**src/rtl/aer_spike_rx_pkg.sv**
```systemverilog
// rtl/aer_spike_rx_pkg.sv - shared AER packet format and drain-state constants
// Purpose: packet field offsets and widths shared with the transmit side,
//          drain FSM state encoding, and a packet builder helper.
package aer_spike_rx_pkg;

    // Packet format shared by the transmit and receive paths
    localparam int AER_PKT_WIDTH   = 32;
    localparam int AER_COORD_WIDTH = 8;
    localparam int AER_AXON_WIDTH  = 16;

    // Field offsets: [31:24] dest X, [23:16] dest Y, [15:0] axon index
    localparam int AER_X_MSB    = 31;
    localparam int AER_X_LSB    = 24;
    localparam int AER_Y_MSB    = 23;
    localparam int AER_Y_LSB    = 16;
    localparam int AER_AXON_MSB = 15;
    localparam int AER_AXON_LSB = 0;

    // Drain control states
    localparam logic [0:0] DRAIN_IDLE   = 1'b0;
    localparam logic [0:0] DRAIN_ACTIVE = 1'b1;

    function automatic logic [AER_PKT_WIDTH-1:0] aer_pack(
        input logic [AER_COORD_WIDTH-1:0] x,
        input logic [AER_COORD_WIDTH-1:0] y,
        input logic [AER_AXON_WIDTH-1:0]  axon
    );
        return {x, y, axon};
    endfunction

endpackage

```
**src/rtl/aer_spike_rx_if.sv**
```systemverilog
// rtl/aer_spike_rx_if.sv - AER packet valid/ready link between router and core
// Purpose: carries one packet per accepted handshake.
// Signals: pkt_i (packet), pkt_valid_i (packet valid), pkt_ready_o (receiver can accept).
// Modports: master = router side, slave = receiver side.
interface aer_spike_rx_if
    import aer_spike_rx_pkg::*;
#(
    parameter int AER_BIT_WIDTH = AER_PKT_WIDTH
) ();

    logic [AER_BIT_WIDTH-1:0] pkt_i;
    logic                     pkt_valid_i;
    logic                     pkt_ready_o;

    modport master (
        output pkt_i,
        output pkt_valid_i,
        input  pkt_ready_o
    );

    modport slave (
        input  pkt_i,
        input  pkt_valid_i,
        output pkt_ready_o
    );

endinterface

```
**src/rtl/aer_sync_fifo.sv**
```systemverilog
// rtl/aer_sync_fifo.sv - parameterised synchronous FIFO
// Purpose: single-clock FIFO with show-ahead read data.
// Ports: clk_i, rst_n_i (sync, active-low), i_push/i_data (write side),
//        i_pop/o_data (read side, o_data valid while !o_empty),
//        o_full, o_empty, o_count (current occupancy).
module aer_sync_fifo #(
    parameter int WIDTH     = 32,
    parameter int DEPTH     = 4,
    parameter int PTR_WIDTH = 2
) (
    input  logic                 clk_i,
    input  logic                 rst_n_i,
    input  logic                 i_push,
    input  logic [WIDTH-1:0]     i_data,
    input  logic                 i_pop,
    output logic [WIDTH-1:0]     o_data,
    output logic                 o_full,
    output logic                 o_empty,
    output logic [PTR_WIDTH:0]   o_count
);

    logic [WIDTH-1:0]   r_mem [DEPTH];
    // Extra MSB separates full (MSBs differ) from empty (pointers equal)
    logic [PTR_WIDTH:0] r_wr_ptr;
    logic [PTR_WIDTH:0] r_rd_ptr;
    logic               w_do_push;
    logic               w_do_pop;

    assign o_empty   = (r_wr_ptr == r_rd_ptr);
    assign o_full    = (r_wr_ptr[PTR_WIDTH] != r_rd_ptr[PTR_WIDTH]) &&
                       (r_wr_ptr[PTR_WIDTH-1:0] == r_rd_ptr[PTR_WIDTH-1:0]);
    assign o_count   = r_wr_ptr - r_rd_ptr;
    assign o_data    = r_mem[r_rd_ptr[PTR_WIDTH-1:0]];
    assign w_do_push = i_push && !o_full;
    assign w_do_pop  = i_pop && !o_empty;

    always_ff @(posedge clk_i) begin
        if (!rst_n_i) begin
            r_wr_ptr <= '0;
            r_rd_ptr <= '0;
        end else begin
            if (w_do_push) r_wr_ptr <= r_wr_ptr + 1'b1;
            if (w_do_pop)  r_rd_ptr <= r_rd_ptr + 1'b1;
        end
    end

    // Storage needs no reset: contents are only visible through the pointers
    always_ff @(posedge clk_i) begin
        if (w_do_push) r_mem[r_wr_ptr[PTR_WIDTH-1:0]] <= i_data;
    end

endmodule

```
**src/rtl/aer_spike_rx.sv**
```systemverilog
// rtl/aer_spike_rx.sv - AER spike receiver: ingress FIFO, decode, per-timestep accumulate
// Purpose: buffers incoming AER packets, sets one accumulator bit per valid
//          packet, and transfers the accumulator to inSpike_o on each start_i.
// Ports: clk_i, rst_n_i (sync, active-low), pkt_if (slave: pkt_i, pkt_valid_i, pkt_ready_o),
//        start_i (timestep pulse), inSpike_o (spike vector), fifo_empty_o,
//        drop_cnt_o (saturating count of rejected packets).
module aer_spike_rx
    import aer_spike_rx_pkg::*;
#(
    parameter int         NUM_AXONS          = 2,
    parameter int         AXON_CNT_BIT_WIDTH = 1,
    parameter int         AER_BIT_WIDTH      = 32,
    parameter logic [7:0] X_ID               = 8'd1,
    parameter logic [7:0] Y_ID               = 8'd1,
    parameter int         FIFO_DEPTH         = 4,
    parameter int         FIFO_PTR_WIDTH     = 2,
    parameter int         DROP_CNT_WIDTH     = 8
) (
    input  logic                      clk_i,
    input  logic                      rst_n_i,
    aer_spike_rx_if.slave             pkt_if,
    input  logic                      start_i,
    output logic [NUM_AXONS-1:0]      inSpike_o,
    output logic                      fifo_empty_o,
    output logic [DROP_CNT_WIDTH-1:0] drop_cnt_o
);

    logic [AER_BIT_WIDTH-1:0]      w_head;
    logic                          w_full;
    logic                          w_empty;
    logic [FIFO_PTR_WIDTH:0]       w_count;
    logic                          w_push;
    logic                          w_pop;
    logic                          w_hit;
    logic [AER_AXON_WIDTH-1:0]     w_axon;
    logic [AXON_CNT_BIT_WIDTH-1:0] w_axon_idx;
    logic [NUM_AXONS-1:0]          w_acc_next;
    logic [0:0]                    w_state_next;

    logic [0:0]                    r_state;
    logic [NUM_AXONS-1:0]          r_acc;
    logic [NUM_AXONS-1:0]          r_in_spike;
    logic [DROP_CNT_WIDTH-1:0]     r_drop_cnt;

    assign pkt_if.pkt_ready_o = !w_full;
    assign w_push             = pkt_if.pkt_valid_i && !w_full;
    // DRAIN implies non-empty; the empty term only guards the invariant
    assign w_pop              = (r_state == DRAIN_ACTIVE) && !w_empty;

    aer_sync_fifo #(
        .WIDTH     (AER_BIT_WIDTH),
        .DEPTH     (FIFO_DEPTH),
        .PTR_WIDTH (FIFO_PTR_WIDTH)
    ) u_fifo (
        .clk_i   (clk_i),
        .rst_n_i (rst_n_i),
        .i_push  (w_push),
        .i_data  (pkt_if.pkt_i),
        .i_pop   (w_pop),
        .o_data  (w_head),
        .o_full  (w_full),
        .o_empty (w_empty),
        .o_count (w_count)
    );

    assign w_axon     = w_head[AER_AXON_MSB:AER_AXON_LSB];
    assign w_axon_idx = w_axon[AXON_CNT_BIT_WIDTH-1:0];
    assign w_hit      = (w_head[AER_X_MSB:AER_X_LSB] == X_ID) &&
                        (w_head[AER_Y_MSB:AER_Y_LSB] == Y_ID) &&
                        (int'(w_axon) < NUM_AXONS);

    // A pop coinciding with start_i lands in the freshly cleared accumulator,
    // so that spike belongs to the next timestep.
    always_comb begin
        w_acc_next = start_i ? '0 : r_acc;
        if (w_pop && w_hit) w_acc_next[w_axon_idx] = 1'b1;
    end

    always_comb begin
        w_state_next = r_state;
        case (r_state)
            DRAIN_IDLE:   if (w_push) w_state_next = DRAIN_ACTIVE;
            DRAIN_ACTIVE: if (w_pop && !w_push &&
                              (w_count == {{FIFO_PTR_WIDTH{1'b0}}, 1'b1}))
                              w_state_next = DRAIN_IDLE;
            default:      w_state_next = DRAIN_IDLE;
        endcase
    end

    always_ff @(posedge clk_i) begin
        if (!rst_n_i) begin
            r_state    <= DRAIN_IDLE;
            r_acc      <= '0;
            r_in_spike <= '0;
            r_drop_cnt <= '0;
        end else begin
            r_state <= w_state_next;
            r_acc   <= w_acc_next;
            if (start_i) r_in_spike <= r_acc;
            if (w_pop && !w_hit && (r_drop_cnt != '1))
                r_drop_cnt <= r_drop_cnt + DROP_CNT_WIDTH'(1);
        end
    end

    assign inSpike_o    = r_in_spike;
    assign fifo_empty_o = w_empty;
    assign drop_cnt_o   = r_drop_cnt;

endmodule

```
**src/flat_wrapper.sv**
```systemverilog
// flat-port wrapper written by rule: the top's interface ports become plain ports
module aer_spike_rx_flat import aer_spike_rx_pkg::*;
#(
    parameter int         NUM_AXONS          = 2,
    parameter int         AXON_CNT_BIT_WIDTH = 1,
    parameter int         AER_BIT_WIDTH      = 32,
    parameter logic [7:0] X_ID               = 8'd1,
    parameter logic [7:0] Y_ID               = 8'd1,
    parameter int         FIFO_DEPTH         = 4,
    parameter int         FIFO_PTR_WIDTH     = 2,
    parameter int         DROP_CNT_WIDTH     = 8
)
  (clk_i, rst_n_i, start_i, inSpike_o, fifo_empty_o, drop_cnt_o, pkt_if_pkt_i, pkt_if_pkt_valid_i, pkt_if_pkt_ready_o);
  aer_spike_rx_if #(.AER_BIT_WIDTH(AER_BIT_WIDTH)) pkt_if_i ();
  input  logic clk_i;
  input  logic rst_n_i;
  input  logic start_i;
  output logic [NUM_AXONS-1:0] inSpike_o;
  output logic fifo_empty_o;
  output logic [DROP_CNT_WIDTH-1:0] drop_cnt_o;
  input wire logic [$bits(pkt_if_i.pkt_i)-1:0] pkt_if_pkt_i;
  input wire logic [$bits(pkt_if_i.pkt_valid_i)-1:0] pkt_if_pkt_valid_i;
  output wire logic [$bits(pkt_if_i.pkt_ready_o)-1:0] pkt_if_pkt_ready_o;
  assign pkt_if_i.pkt_i = pkt_if_pkt_i;
  assign pkt_if_i.pkt_valid_i = pkt_if_pkt_valid_i;
  assign pkt_if_pkt_ready_o = pkt_if_i.pkt_ready_o;
  aer_spike_rx #(.NUM_AXONS(NUM_AXONS), .AXON_CNT_BIT_WIDTH(AXON_CNT_BIT_WIDTH), .AER_BIT_WIDTH(AER_BIT_WIDTH), .X_ID(X_ID), .Y_ID(Y_ID), .FIFO_DEPTH(FIFO_DEPTH), .FIFO_PTR_WIDTH(FIFO_PTR_WIDTH), .DROP_CNT_WIDTH(DROP_CNT_WIDTH)) u_core (.clk_i(clk_i), .rst_n_i(rst_n_i), .pkt_if(pkt_if_i), .start_i(start_i), .inSpike_o(inSpike_o), .fifo_empty_o(fifo_empty_o), .drop_cnt_o(drop_cnt_o));
endmodule
```
**config.mk**
```make
export PLATFORM = sky130hd
export DESIGN_NAME = aer_spike_rx_flat
export DESIGN_NICKNAME = d
export VERILOG_FILES = /design/src/rtl/aer_spike_rx_pkg.sv /design/src/rtl/aer_spike_rx_if.sv /design/src/rtl/aer_sync_fifo.sv /design/src/rtl/aer_spike_rx.sv /design/src/flat_wrapper.sv
export SDC_FILE = /design/constraint.sdc
export NUM_CORES = 1
export LEC_CHECK = 0
export CAP_MARGIN = 20
export CORE_MARGIN = 4
export CORE_UTILIZATION = 40
export DETAILED_ROUTE_END_ITERATION = 8
export PLACE_DENSITY = 0.61
export SYNTH_ARGS = -nofsm -noshare
export SYNTH_HDL_FRONTEND = slang
export SYNTH_HIERARCHICAL = 1
export SYNTH_SLANG_ARGS = --single-unit
```
**constraint.sdc**
```tcl
create_clock -name clk_i -period 8.1 [get_ports clk_i]
set_input_delay 1.215 -clock clk_i [delete_from_list [all_inputs] [get_ports clk_i]]
set_output_delay 1.215 -clock clk_i [all_outputs]
set_load 0.02 [all_outputs]
```
==> results.txt, run 1 <==
The run finished with clean final reports. The number of port buffers works out to 47. Sorting the synthesized cells by area gives the leading types as edfxtp_1 (64%), mux4_2 (12%), dfxtp_1 (7.1%). The maximum achievable frequency was 0.267 GHz. The total overflow left after global routing is 0. Dominant delay contributor by cell family on the critical path: buffers and inverters. The tool flagged a number of max-cap violations equal to 0. The number of antenna diodes in the final layout is 0. The actual transition at the worst max-transition pin was 0.661 ns.

The largest individual stage delay along the critical path comes from the cell clkdlybuf4s50_1. The number of remaining DRC errors came out at 0. The netlist uses 47 different library cells.

At the end of routability-driven placement, the weighted congestion stood at 0.721. The via count is 2993. Headroom to the max-slew limit came out at 56.0%. The tools report the number of placed I/O pins as 48. The average wire per cell in the routed design was 18.1 um; the number of core rows was 44.

The final layout contains 420 nets. The sum of buffers and inverters on the critical path was 2; the largest net degree at the start of global routing was 37. Of all cell types, the one taking the most synthesized area is edfxtp_1. The tools report the number of nets with antenna violations after routing as 0. In this run the horizontal extent of the chip is 130 um. The number of standard cells after synthesis is 314.

Cells fill 49.3% of the core in the end. The detailed router finished its first iteration with 164 violations. Setup violations remaining at the end of the flow were counted as 0. The combined area of all synthesized cells came out at 5960 um2.

The buffer levels on the longest clock path came out at 2. A synthesized cell averages 19.0 um2. In the routed layout, each cell is associated on average with a via count of 5.23.

The area growth from synthesis to layout is 20.6%. The number of antenna violations at the first check in global routing was 0; the power density over the cells was 312 nW/um2. Of the cells placed in the final design, the portion with a size suffix greater than 1 is 21.1%.

TritonCTS built the clock tree. The worst setup path is captured at an output pin. CTS built an H-tree with a depth of 4. The sort of element at the start of the critical path is a flip-flop.

VDD sags by at most 0.148 mV. Setup repair after global routing left no endpoint under its margin. The synthesized design contains 149 register bits.

For this run, the leading register cell type out of synthesis is edfxtp_1. Traced cell by cell, the critical path runs through inv_1 > ha_1 > nand2_1 > nor2b_1 > clkdlybuf4s50_1. Detailed placement ended at an HPWL of 6230 um. Once the clock tree was built, the setup fixing pass inserted 0 buffers.

Summed over its instances, the top area cell type makes up 64.5% of the synthesized netlist area. The die covers 16900 um2. Number of synthesized flops with an enable pin: 128. After detailed routing, the total wire length is 10400 um.

The first detailed-routing pass ran for 4 iterations. The logs give 0 for the final number of hold-violating endpoints and 14600 um2 for the standard cell core area. The post-route setup TNS is 0 ns, and the clock slew at the register clock pins of the worst setup and hold paths is 0.06 ns. First-pass GRT wire length: 16400 um. For the worst setup path, the data arrival time is 2.52 ns. The worst setup path is of the flip-flop to output pin kind. In this run the worst path has a maximum fanout of 11.

At the worst endpoint, the required time is 6.88 ns. Sequential cells were found to cover 71.5% of the synthesized design area. The tree is rooted in a clkbuf_16.

The async set-reset flop share out of synthesis works out to 0%. The number of warnings issued by yosys was 6; the share of the cycle needed by the critical path after routing was 46.2%. Clock tree synthesis inserted a total of 17 buffers. The routed design could run at a clock period as short as 3.74 ns. The post-route worst hold slack is 0.485 ns.

For this run, the total global-route usage over all layers was measured as 13.2%. Summed over all cells, the static leakage comes to 2.29 nW. The largest single stage delay on the critical path is 0.65 ns. The worst hold path belongs to the class flip-flop to flip-flop. The initial utilization of the core area, before any placement, comes to 40.9%. The floorplan step set the die height to 130 um. The clock insertion delay at the later pin of the skew report came out at 0.41 ns. The total of cells resized after clock tree synthesis is 0, and the clock skew after layout is 0.00473 ns. Number of max-slew violations in the final report: 0.

The number of nets produced by synthesis is 359. The count of hold-fix buffers inserted at cts is 0. The tools report the number of global-route vias before repair as 3085.

The tree built by TritonCTS fans out to 149 sinks.
==> power breakdown <==
| part | switching, mW | total [mW] | internal (mW) |
|---|---|---|---|
| logic | 0.271 | 0.499 | 0.227 |
| clock network | 0.289 | 0.741 | 0.452 |
| registers | 0.0359 | 1.01 | 0.971 |
==> state kept, by name, indices dropped and copies added (netlist names), named ones only <==
name                    count
u_core/drop_cnt_o           8
u_core/r_acc                2
u_core/u_fifo/r_rd_ptr      3
u_core/u_fifo/r_mem       128
u_core/r_state              1
u_core/inSpike_o            2
u_core/u_fifo/r_wr_ptr      3
==> cells in the mapped netlist (6+ instances only) <==
master,n
nor2b_1,7
edfxtp_1,128
buf_6,6
nand2_1,10
nand3_1,11
nand4_1,6
mux4_2,32
dfxtp_1,21
inv_1,9
ha_1,8
==> worst paths after layout <==
kind | start | to | slack (ns) | cells past startpoint
worst max-delay path | u_core/u_fifo/r_wr_ptr[0] | fifo_empty_o | 4.36 | 5
worst min-delay path | u_core/r_acc[1] | u_core/r_acc[1] | 0.48 | 2
worst max register to register | flip-flop | u_core/drop_cnt_o[0] | 4.93 | 7
worst min register to register | u_core/r_acc[1] | u_core/r_acc[1] | 0.48 | 2
==> area by class of cell <==
class	instances	area [um2]
sequential	149	4270
clock buffer	19	433
fill	1189	7400
tap	184	230
inverter	10	37.5
timing repair buffer	55	531
clock inverter	13	131
multi-input combinational	142	1560
==> kinds of logic (layout without fill, tap and decap cells) <==
logic type                 Yosys count  after routing  share of synthesized area, %
AOI/OAI and AO/OA                   24             24                          3.23
buffers and inverters               23             97                          2.31
DFF                                149            149                          71.5
xor gates and xnor gates             3              3                         0.441
adders and majority gates            9              9                          2.01
and+or+nand+nor                     69             69                          7.53
muxes                               37             37                          12.9
==> stage by stage <==
step	setup WS (ns)	std cells	power, mW	cell area [um2]
floorplan	5.15	314	1.40	5960
global placement	4.82	540	1.52	6620
detailed placement	4.78	540	1.53	6620
CTS	4.33	572	2.28	7190
global route	4.18	572	2.36	7190
finish	4.36	572	2.25	7190
==> worst reg2reg max path, stage by stage, from the launching register on <==
cell,delay [ns]
dfxtp_2,0.31
buf_4,0.53
mux4_2,0.61
nor4_1,0.48
nand4_1,0.33
o21ai_2,0.52
xnor2_1,0.13
and2_1,0.18
==> layer usage <==
layer	part of all wire, %	up-vias	wire length, um	track usage, %
li1	-	1400	-	-
met1	43	1532	4460	16.2
met2	52	48	5430	21.7
met3	3.0	13	311	3.77
met4	1.5	0	157	6.17
met5	0	-	0	0
==> cells in the final DEF (no fill, tap or decap), drive strengths merged, types with 2 or more instances in the layout <==
cell type        n
nand4            6
o21ai            4
and2             5
buf              8
o311ai           2
or4              2
nand4b           2
and3b            2
edfxtp         128
mux2i            4
o21a             2
dfxtp           21
clkinv           5
clkbuf          19
bufinv           2
nand2           10
ha               8
o31ai            4
nand2b           5
clkinvlp         3
nor4b            2
nor3             2
o211ai           2
nor2b            7
inv             13
clkdlybuf4s50   47
a21boi           4
nand3b           3
nand3           11
xnor2            3
nor4             7
mux4            32
(Power assumes the default switching activity.)
==> inputs of run 2 (changes only) <==
--- a/config.mk
+++ b/config.mk
@@ -9,7 +9,7 @@
 export CORE_MARGIN = 4
 export CORE_UTILIZATION = 40
 export DETAILED_ROUTE_END_ITERATION = 8
-export PLACE_DENSITY = 0.61
+export PLACE_DENSITY = 0.64
 export SYNTH_ARGS = -nofsm -noshare
 export SYNTH_HDL_FRONTEND = slang
 export SYNTH_HIERARCHICAL = 1
==> constraint.sdc (replaced) <==
create_clock -name clk_i -period 3.3 [get_ports clk_i]
set_input_delay 0.495 -clock clk_i [delete_from_list [all_inputs] [get_ports clk_i]]
set_output_delay 0.495 -clock clk_i [all_outputs]
set_load 0.02 [all_outputs]
==> results.txt, run 2 (synthesis results as in run 1) <==
The run finished with clean final reports. In the layout the commonest cells are edfxtp_1 (128), clkdlybuf4s50_1 (47), mux4_2 (32), dfxtp_1 (20), clkbuf_16 (17). For the critical path data arrival time, the log shows 2.55 ns (+0.03 ns).

The tools report the post-route worst hold slack as 0.481 ns (-0.00397 ns). For the sum of overflow across all layers after global routing, the log shows 0 (unchanged). Total of cells resized after clock tree synthesis: 0 (unchanged). The power density over the cells is 782 nW/um2 (+150%). Setup repair after global routing left no endpoint under its margin. Count of maximum capacitance violations: 0 (unchanged). The number of buffers inserted by post-CTS setup repair is 0 (unchanged). The run gives 33 (-11%) as the largest net degree at the start of global routing. Layout overhead on the synthesized area: 22.6%. The met2 demand-to-capacity share in global routing was 21.8% (+0.060 points); the number of max-slew violations in the final report was 0 (unchanged). The actual transition at the worst max-transition pin came out at 1.04 ns (+0.375 ns). The final net count is 422 (+0.48%).

The tools report the weighted congestion at the end of routability-driven global placement as 0.736 (+2.1%). The count of hold-fix buffers inserted at cts is 0 (unchanged), and the sequential cell area is 4270 um2 (unchanged). Static timing analysis puts the maximum clock frequency at 0.328 GHz. The number of CTS-inserted buffers was 17 (unchanged). The number of remaining DRC errors is 0 (unchanged). The remaining max-slew budget at the tightest pin was 30.5% (-25 points).

In this run the clock root is driven by a clkbuf_16. The library cell used most frequently in the layout, excluding fill and tap cells, is edfxtp_1. The sort of element at the start of the critical path is a flip-flop.

The tools report the number of nets with antenna violations after routing as 0 (unchanged). The logs give 4 (unchanged) for the H-tree depth reported by CTS and 3013 (+0.67%) for the via count. The layer flagged by global routing as most heavily used is met2. For the met1 track utilization from global routing, the log shows 17.7% (+1.5 points). Of the available clock period, the critical path in the final layout requires 92.3%.

Width of the die: 130 um (unchanged). The number of clock sinks was 149 (unchanged); the shortest period the worst path allows was 3.05 ns. The tools report the all-layer global routing usage as 13.8% (+0.59 points). For the number of violations reported at the end of detailed-routing iteration 0, the log shows 173 (+5.5%). The fill cell instance count of the final layout was 1175 (-1.2%); the first-pass GRT wire length was 17100 um (+3.8%).

The average wire per cell in the routed design works out to 18.7 um (+3.3%). The clock insertion delay at the later pin of the skew report was 0.41 ns (about the same). The tools report the final-report setup violation count as 0 (unchanged). The critical path endpoint category is an output pin.

The run gives 3133 (+1.6%) as the number of global-route vias before repair. The tools report the met3 usage in global routing as 4.79% (+1.0 points). The tools report the data required time at the worst endpoint as 2.80 ns (-4.08 ns). Number of port buffers: 47 (unchanged). In this run the worst hold path is classified as flip-flop to flip-flop. The first-pass detailed-route iteration total is 4 (unchanged). TritonCTS built the clock tree. The flip-flop count of the largest register after layout was 128 (unchanged); the largest driver fanout on the critical path was 11 (unchanged). The post-route setup TNS was 0 ns (unchanged). The area of combinational cells with multiple inputs is 1560 um2 (unchanged), and the area of the die is 16900 um2 (unchanged). The clock slew at the register clock pins of the worst setup and hold paths was 0.05 ns (about the same). The detailed placement HPWL is 6570 um (+5.6%). The logs give 44 (unchanged) for the number of core rows and 0 (unchanged) for the final number of hold-violating endpoints. The logs give 48 (unchanged) for the number of placed I/O pins and 10700 um (+3.5%) for the routed wire length. The buffer levels on the longest clock path is 2 (unchanged), and the mean number of vias per cell is 5.26 (+0.49%).

The vertical die dimension works out to 130 um (unchanged). Clock skew after layout: 0.00501 ns (+0.000275 ns). The critical path in this run is classified as flip-flop to output pin. The effective utilization at floorplan was 40.9% (unchanged). The maximum VDD drop is 0.387 mV (+160%). The number of antenna violations at the first check in global routing was 0 (unchanged). The logs give 0 (unchanged) for the number of inserted diodes and 2.34 nW (+2.1%) for the static power due to leakage. The fraction of final layout cells with drive strength greater than 1 was 20.8% (-0.31 points). For the standard cell core area, the log shows 14600 um2 (unchanged).
[run 2: metrics by stage]
step                util, %  setup slack, ns  std cells  area (um2)  total power, mW
detailed placement     46.0            0.399        542        6710             3.85
finish                 50.1            0.253        573        7310             5.72
floorplan                 -            0.419        314        5960             3.44
global placement       46.0            0.425        542        6710             3.83
global route           50.1           0.0831        573        7310             5.99
CTS                    50.1            0.232        573        7310             5.80
[run 2: power by group]
part	switching, mW	internal, mW
clock network	0.680	1.25
logic	0.667	0.626
registers	0.116	2.38
total	1.46	4.25
[run 2: path summary, 6_finish.rpt]
path         slack [ns]  cells past startpoint                    endpoint                       from
max                0.25                      5                fifo_empty_o  u_core/u_fifo/r_wr_ptr[0]
min reg2reg        0.48                      2             u_core/r_acc[1]            u_core/r_acc[1]
min                0.48                      2             u_core/r_acc[1]            u_core/r_acc[1]
max reg2reg        0.34                      8  u_core/u_fifo/r_mem[3][31]  u_core/u_fifo/r_wr_ptr[0]
[run 2: area by class of cell]
| type | count | share of cell area [%] |
|---|---|---|
| clock buffers | 19 | 5.92 |
| clock inverters | 12 | 2.21 |
| inverters | 10 | 0.514 |
| multi-input cells | 142 | 21.3 |
| flip-flops and latches | 149 | 58.4 |
| well taps | 184 | 3.15 |
| repair buffers | 57 | 8.49 |
[run 2: critical path, cell delays in order, from the launching register on]
cell and delay, ns:
dfxtp_1 0.43, inv_1 0.12, ha_1 0.37, nand2_1 0.31, nor2b_1 0.27, clkdlybuf4s50_1 0.64
[run 2: routing by layer]
layer	routed length (um)	vias to the layer above
met2	5380	51
met4	109	0
met3	407	8
met1	4830	1547
li1	-	1407
met5	0	-
==> inputs of run 3 (changes only) <==
--- a/config.mk
+++ b/config.mk
@@ -5,11 +5,13 @@
 export SDC_FILE = /design/constraint.sdc
 export NUM_CORES = 1
 export LEC_CHECK = 0
+export ABC_AREA = 1
 export CAP_MARGIN = 20
 export CORE_MARGIN = 4
 export CORE_UTILIZATION = 40
 export DETAILED_ROUTE_END_ITERATION = 8
 export PLACE_DENSITY = 0.64
+export SKIP_CTS_REPAIR_TIMING = 1
 export SYNTH_ARGS = -nofsm -noshare
 export SYNTH_HDL_FRONTEND = slang
 export SYNTH_HIERARCHICAL = 1
==> results.txt, run 3 <==
The tools report the post-route worst hold slack as 0.467 ns (-0.0138 ns). The sum of overflow across all layers after global routing was 0 (unchanged). The combined area of all synthesized cells came out at 6120 um2 (+2.6%). For the data required time at the worst endpoint, the log shows 2.80 ns (about the same). Ranked by total cell area, the synthesized netlist is headed by edfxtp_1 (63%), dfxtp_1 (6.9%), nor2_1 (6.6%). Critical path endpoint category: an output pin.

The power density over the cells came out at 719 nW/um2 (-8.1%). The clock skew after layout was 0.00545 ns (+0.000438 ns); the largest net degree at the start of global routing was 65 (+97%). The cell depth of the worst min-delay path is 2 (unchanged), and the remaining max-slew budget at the tightest pin is 57.7% (+27 points). The sequential element share of the synthesized area was 69.7% (-1.8 points). After synthesis, the largest family of logic cells by area is simple AND/OR/NAND/NOR gates. The most repeated cell in the gate-level netlist after synthesis is edfxtp_1.

The number of antenna violations at the first check in global routing is 0 (unchanged), and the first-pass detailed-route iteration total is 4 (unchanged). The most used flip-flop cell after synthesis is edfxtp_1. The number of clock sinks was 149 (unchanged); the basic-gate share of the synthesized area counting and, or, nand and nor cells was 12.4% (+4.8 points). The number of max-slew violations in the final report came out at 0 (unchanged). For the number of nets produced by synthesis, the log shows 569 (+58%). The worst register-to-register path ends at u_core/u_fifo/r_mem[3][9]. The logs give 742 (+37%) for the number of instances in the placed design and 4 (unchanged) for the H-tree depth reported by CTS.

The final number of hold-violating endpoints was 0 (unchanged). Flip-flop count of the largest register after layout: 128 (unchanged). The maximum VDD drop was 0.518 mV (+34%). Setup repair after global routing left no endpoint under its margin.

The portion of synthesized cell area occupied by the leading cell type works out to 62.8% (-1.6 points). The effective utilization at floorplan is 41.5% (+0.59 points), and the actual transition at the worst max-transition pin is 0.635 ns (-0.400 ns). The tools report the number of remaining DRC errors as 0 (unchanged).

In the layout the commonest cells are edfxtp_1 (128), nor2_1 (104), o21ai_0 (61), nand2_1 (50), clkdlybuf4s50_1 (47). The number of CTS-inserted buffers was 17 (unchanged). Arithmetic-cell share of the synthesized area counting full adders, half adders and majority gates: 1.96% (-0.051 points). The run gives 17300 um2 (+2.4%) as the area of the die. The area fraction in compound gates after synthesis works out to 10.7% (+7.5 points). The vertical die dimension is 132 um (+1.2%). The run gives 6770 um2 (+0.78%) as the cell area after placement.

The number of synthesized flops with an enable pin works out to 128 (unchanged). The logic depth of the worst register-to-register path came out at 12 (+4). Library cell with the largest summed area after synthesis: edfxtp_1. The maximum achievable frequency is 0.361 GHz (+9.9%). Leaving out fill and tap cells, the most frequent cell in the layout is edfxtp_1. The number of warnings issued by yosys came out at 6 (unchanged). The switching share of power was 29.0% (+3.4 points).

The proportion of synthesized area in mux cells is 0% (-13 points). Number of distinct library cell variants in the gate-level netlist after synthesis: 30 (-36%). The number of port buffers is 47 (unchanged), and the width of the die is 132 um (+1.2%).

The tools report the sort of element at the start of the critical path as a flip-flop. Internal power component: 3.74 mW (-12%). The average cell area after synthesis is 11.7 um2 (-39%). For the static power due to leakage, the log shows 2.62 nW (+12%). The tools report the number of inserted diodes as 0 (unchanged). The number of standard cells after synthesis is 524 (+67%), and the standard cell core area is 14800 um2 (+1.1%). The logs give 5.27 mW (-7.8%) for the total power after layout and 774 (+35%) for the count of non-filler cells in the finished layout. The post-route setup TNS is 0 ns (unchanged), and the first-pass GRT wire length is 19600 um (+15%). Compared with the post-synthesis result, the final layout area differs by 19.8%. The logs give 7330 um2 (+0.31%) for the cell area after layout and 0.736 (about the same) for the weighted congestion at the end of routability-driven global placement. The clock network fraction of design power came out at 34.8% (+1.1 points). The number of violations reported at the end of detailed-routing iteration 0 came out at 347 (+100%). The final-report setup violation count came out at 0 (unchanged). The shortest period the worst path allows was 2.77 ns (-0.274 ns); the detailed placement HPWL was 7000 um (+6.4%).

The clock slew at the register clock pins of the worst setup and hold paths is 0.06 ns (about the same). The tools report the fill cell instance count of the final layout as 1312 (+12%). Ranked by instance count, the synthesized netlist is headed by edfxtp_1 (128), nor2_1 (108), o21ai_0 (61). The sequential share of power is 44.3% (+0.6 points), and the number of nets with antenna violations after routing is 0 (unchanged). The clock insertion delay at the later pin of the skew report was 0.41 ns (about the same); the routed wire length was 12000 um (+12%).

The run gives 2.28 ns (-0.27 ns) as the critical path data arrival time. The number of core rows is 44 (unchanged), and the async set-reset flop share out of synthesis is 0% (unchanged). For the count of maximum capacitance violations, the log shows 0 (unchanged). The fraction of final layout cells with drive strength greater than 1 was 9.49% (-11 points); the via count was 3909 (+30%). The worst-case register-to-register setup slack was 0.70 ns (+0.36 ns). The worst hold path begins at u_core/r_acc[1]. The tools report the final net count as 622 (+47%).

The all-layer global routing usage came out at 14.4% (+0.57 points). The tree is rooted in a clkbuf_16. Path type of the worst min-delay path: flip-flop to flip-flop. The mean number of vias per cell was 5.05 (-4.0%); the share of the cycle needed by the critical path after routing was 84.0% (-8.3 points). The buffer levels on the longest clock path is 2 (unchanged), and the power dissipated by switching net loads is 1.53 mW (+4.3%). The end point of the worst hold path is u_core/r_acc[1]. The post-synthesis sequential element count came out at 149 (unchanged). The worst setup path is of the flip-flop to output pin kind. The average wire per cell in the routed design was 15.5 um (-17%). The number of placed I/O pins was 48 (unchanged).

Combinational cell fraction of total power: 20.9% (-1.7 points). The flow ran to the end, and the final reports show no timing, DRC or antenna violations. The xor and xnor area share after synthesis works out to 1.00% (+0.56 points). The run gives 4029 (+29%) as the number of global-route vias before repair. The startpoint identified for the worst register-to-register timing path is u_core/u_fifo/r_wr_ptr[0]. The largest driver fanout on the critical path came out at 8 (-3). TritonCTS built the clock tree.
-- run 3: cell count changes in the layout (fill, tap and decap cells not counted), moves of 7 or more --
cell     previous run  this run
o22ai_1             0        32
mux4_2             32         0
nor2_2              0         7
nor2b_1             7         0
inv_1               9        33
nand2_1            10        50
nor2_1              1       104
a21oi_1             1        14
o21ai_0             3        61
-- run 3: how the worst max path moves through the flow --
stage	startpoint	cells past startpoint	to	slack (ns)
floorplan	u_core/u_fifo/r_wr_ptr[0]	11	u_core/u_fifo/r_mem[3][0]	-0.05
global placement	u_core/u_fifo/r_wr_ptr[0]	12	u_core/u_fifo/r_mem[3][12]	0.78
detailed placement	u_core/u_fifo/r_wr_ptr[0]	12	u_core/u_fifo/r_mem[3][23]	0.70
CTS	u_core/u_fifo/r_wr_ptr[0]	8	pkt_if_pkt_ready_o	0.50
global route	u_core/u_fifo/r_wr_ptr[0]	8	pkt_if_pkt_ready_o	0.36
finish	u_core/u_fifo/r_wr_ptr[0]	8	pkt_if_pkt_ready_o	0.53
-- run 3: cell type report --
type	instances	area, um2	area share (%)
inverter	40	153	2.08
clock buffer	18	429	5.85
multi-input combinational	316	1600	21.9
timing repair buffer	53	515	7.03
tap	184	230	3.14
clock inverter	14	135	1.84
sequential	149	4270	58.2
-- run 3: metrics by stage --
step	setup WS (ns)	utilization, %
CTS	0.501	49.7
global placement	0.785	45.9
floorplan	-0.0549	-
finish	0.527	49.7
detailed placement	0.699	45.9
global route	0.364	49.7
-- run 3: critical path, cell delays in order, from the launching register on --
cell and delay (ns):
dfxtp_1 0.40, inv_1 0.11, ha_1 0.31, nand2_1 0.09, inv_1 0.09, nand3_2 0.14
inv_1 0.05, inv_1 0.06, clkdlybuf4s50_1 0.61
-- run 3: per-layer routing --
layer	GRT usage [%]	vias to the layer above	wire (um)
met5	0	-	0
met4	5.37	0	170
met3	4.55	19	480
met2	24.2	78	6040
met1	17.4	1866	5340
li1	-	1946	-
-- run 3: kinds of logic after synthesis --
group	Yosys count
adders and majority gates	9
buffers and inverters	59
AOI/OAI and AO/OA	117
xor gates and xnor gates	7
DFF	149
and+or+nand+nor	183
-- run 3: power by group through the flow --
stage / registers, mW / clock network, mW / logic [mW]
final: 2.34 / 1.83 / 1.10
after global placement: 2.37 / 0 / 1.07
after global routing: 2.35 / 1.97 / 1.24
after floorplan: 2.38 / 0 / 0.788
after CTS: 2.34 / 1.87 / 1.11
after detailed placement: 2.38 / 0 / 1.11
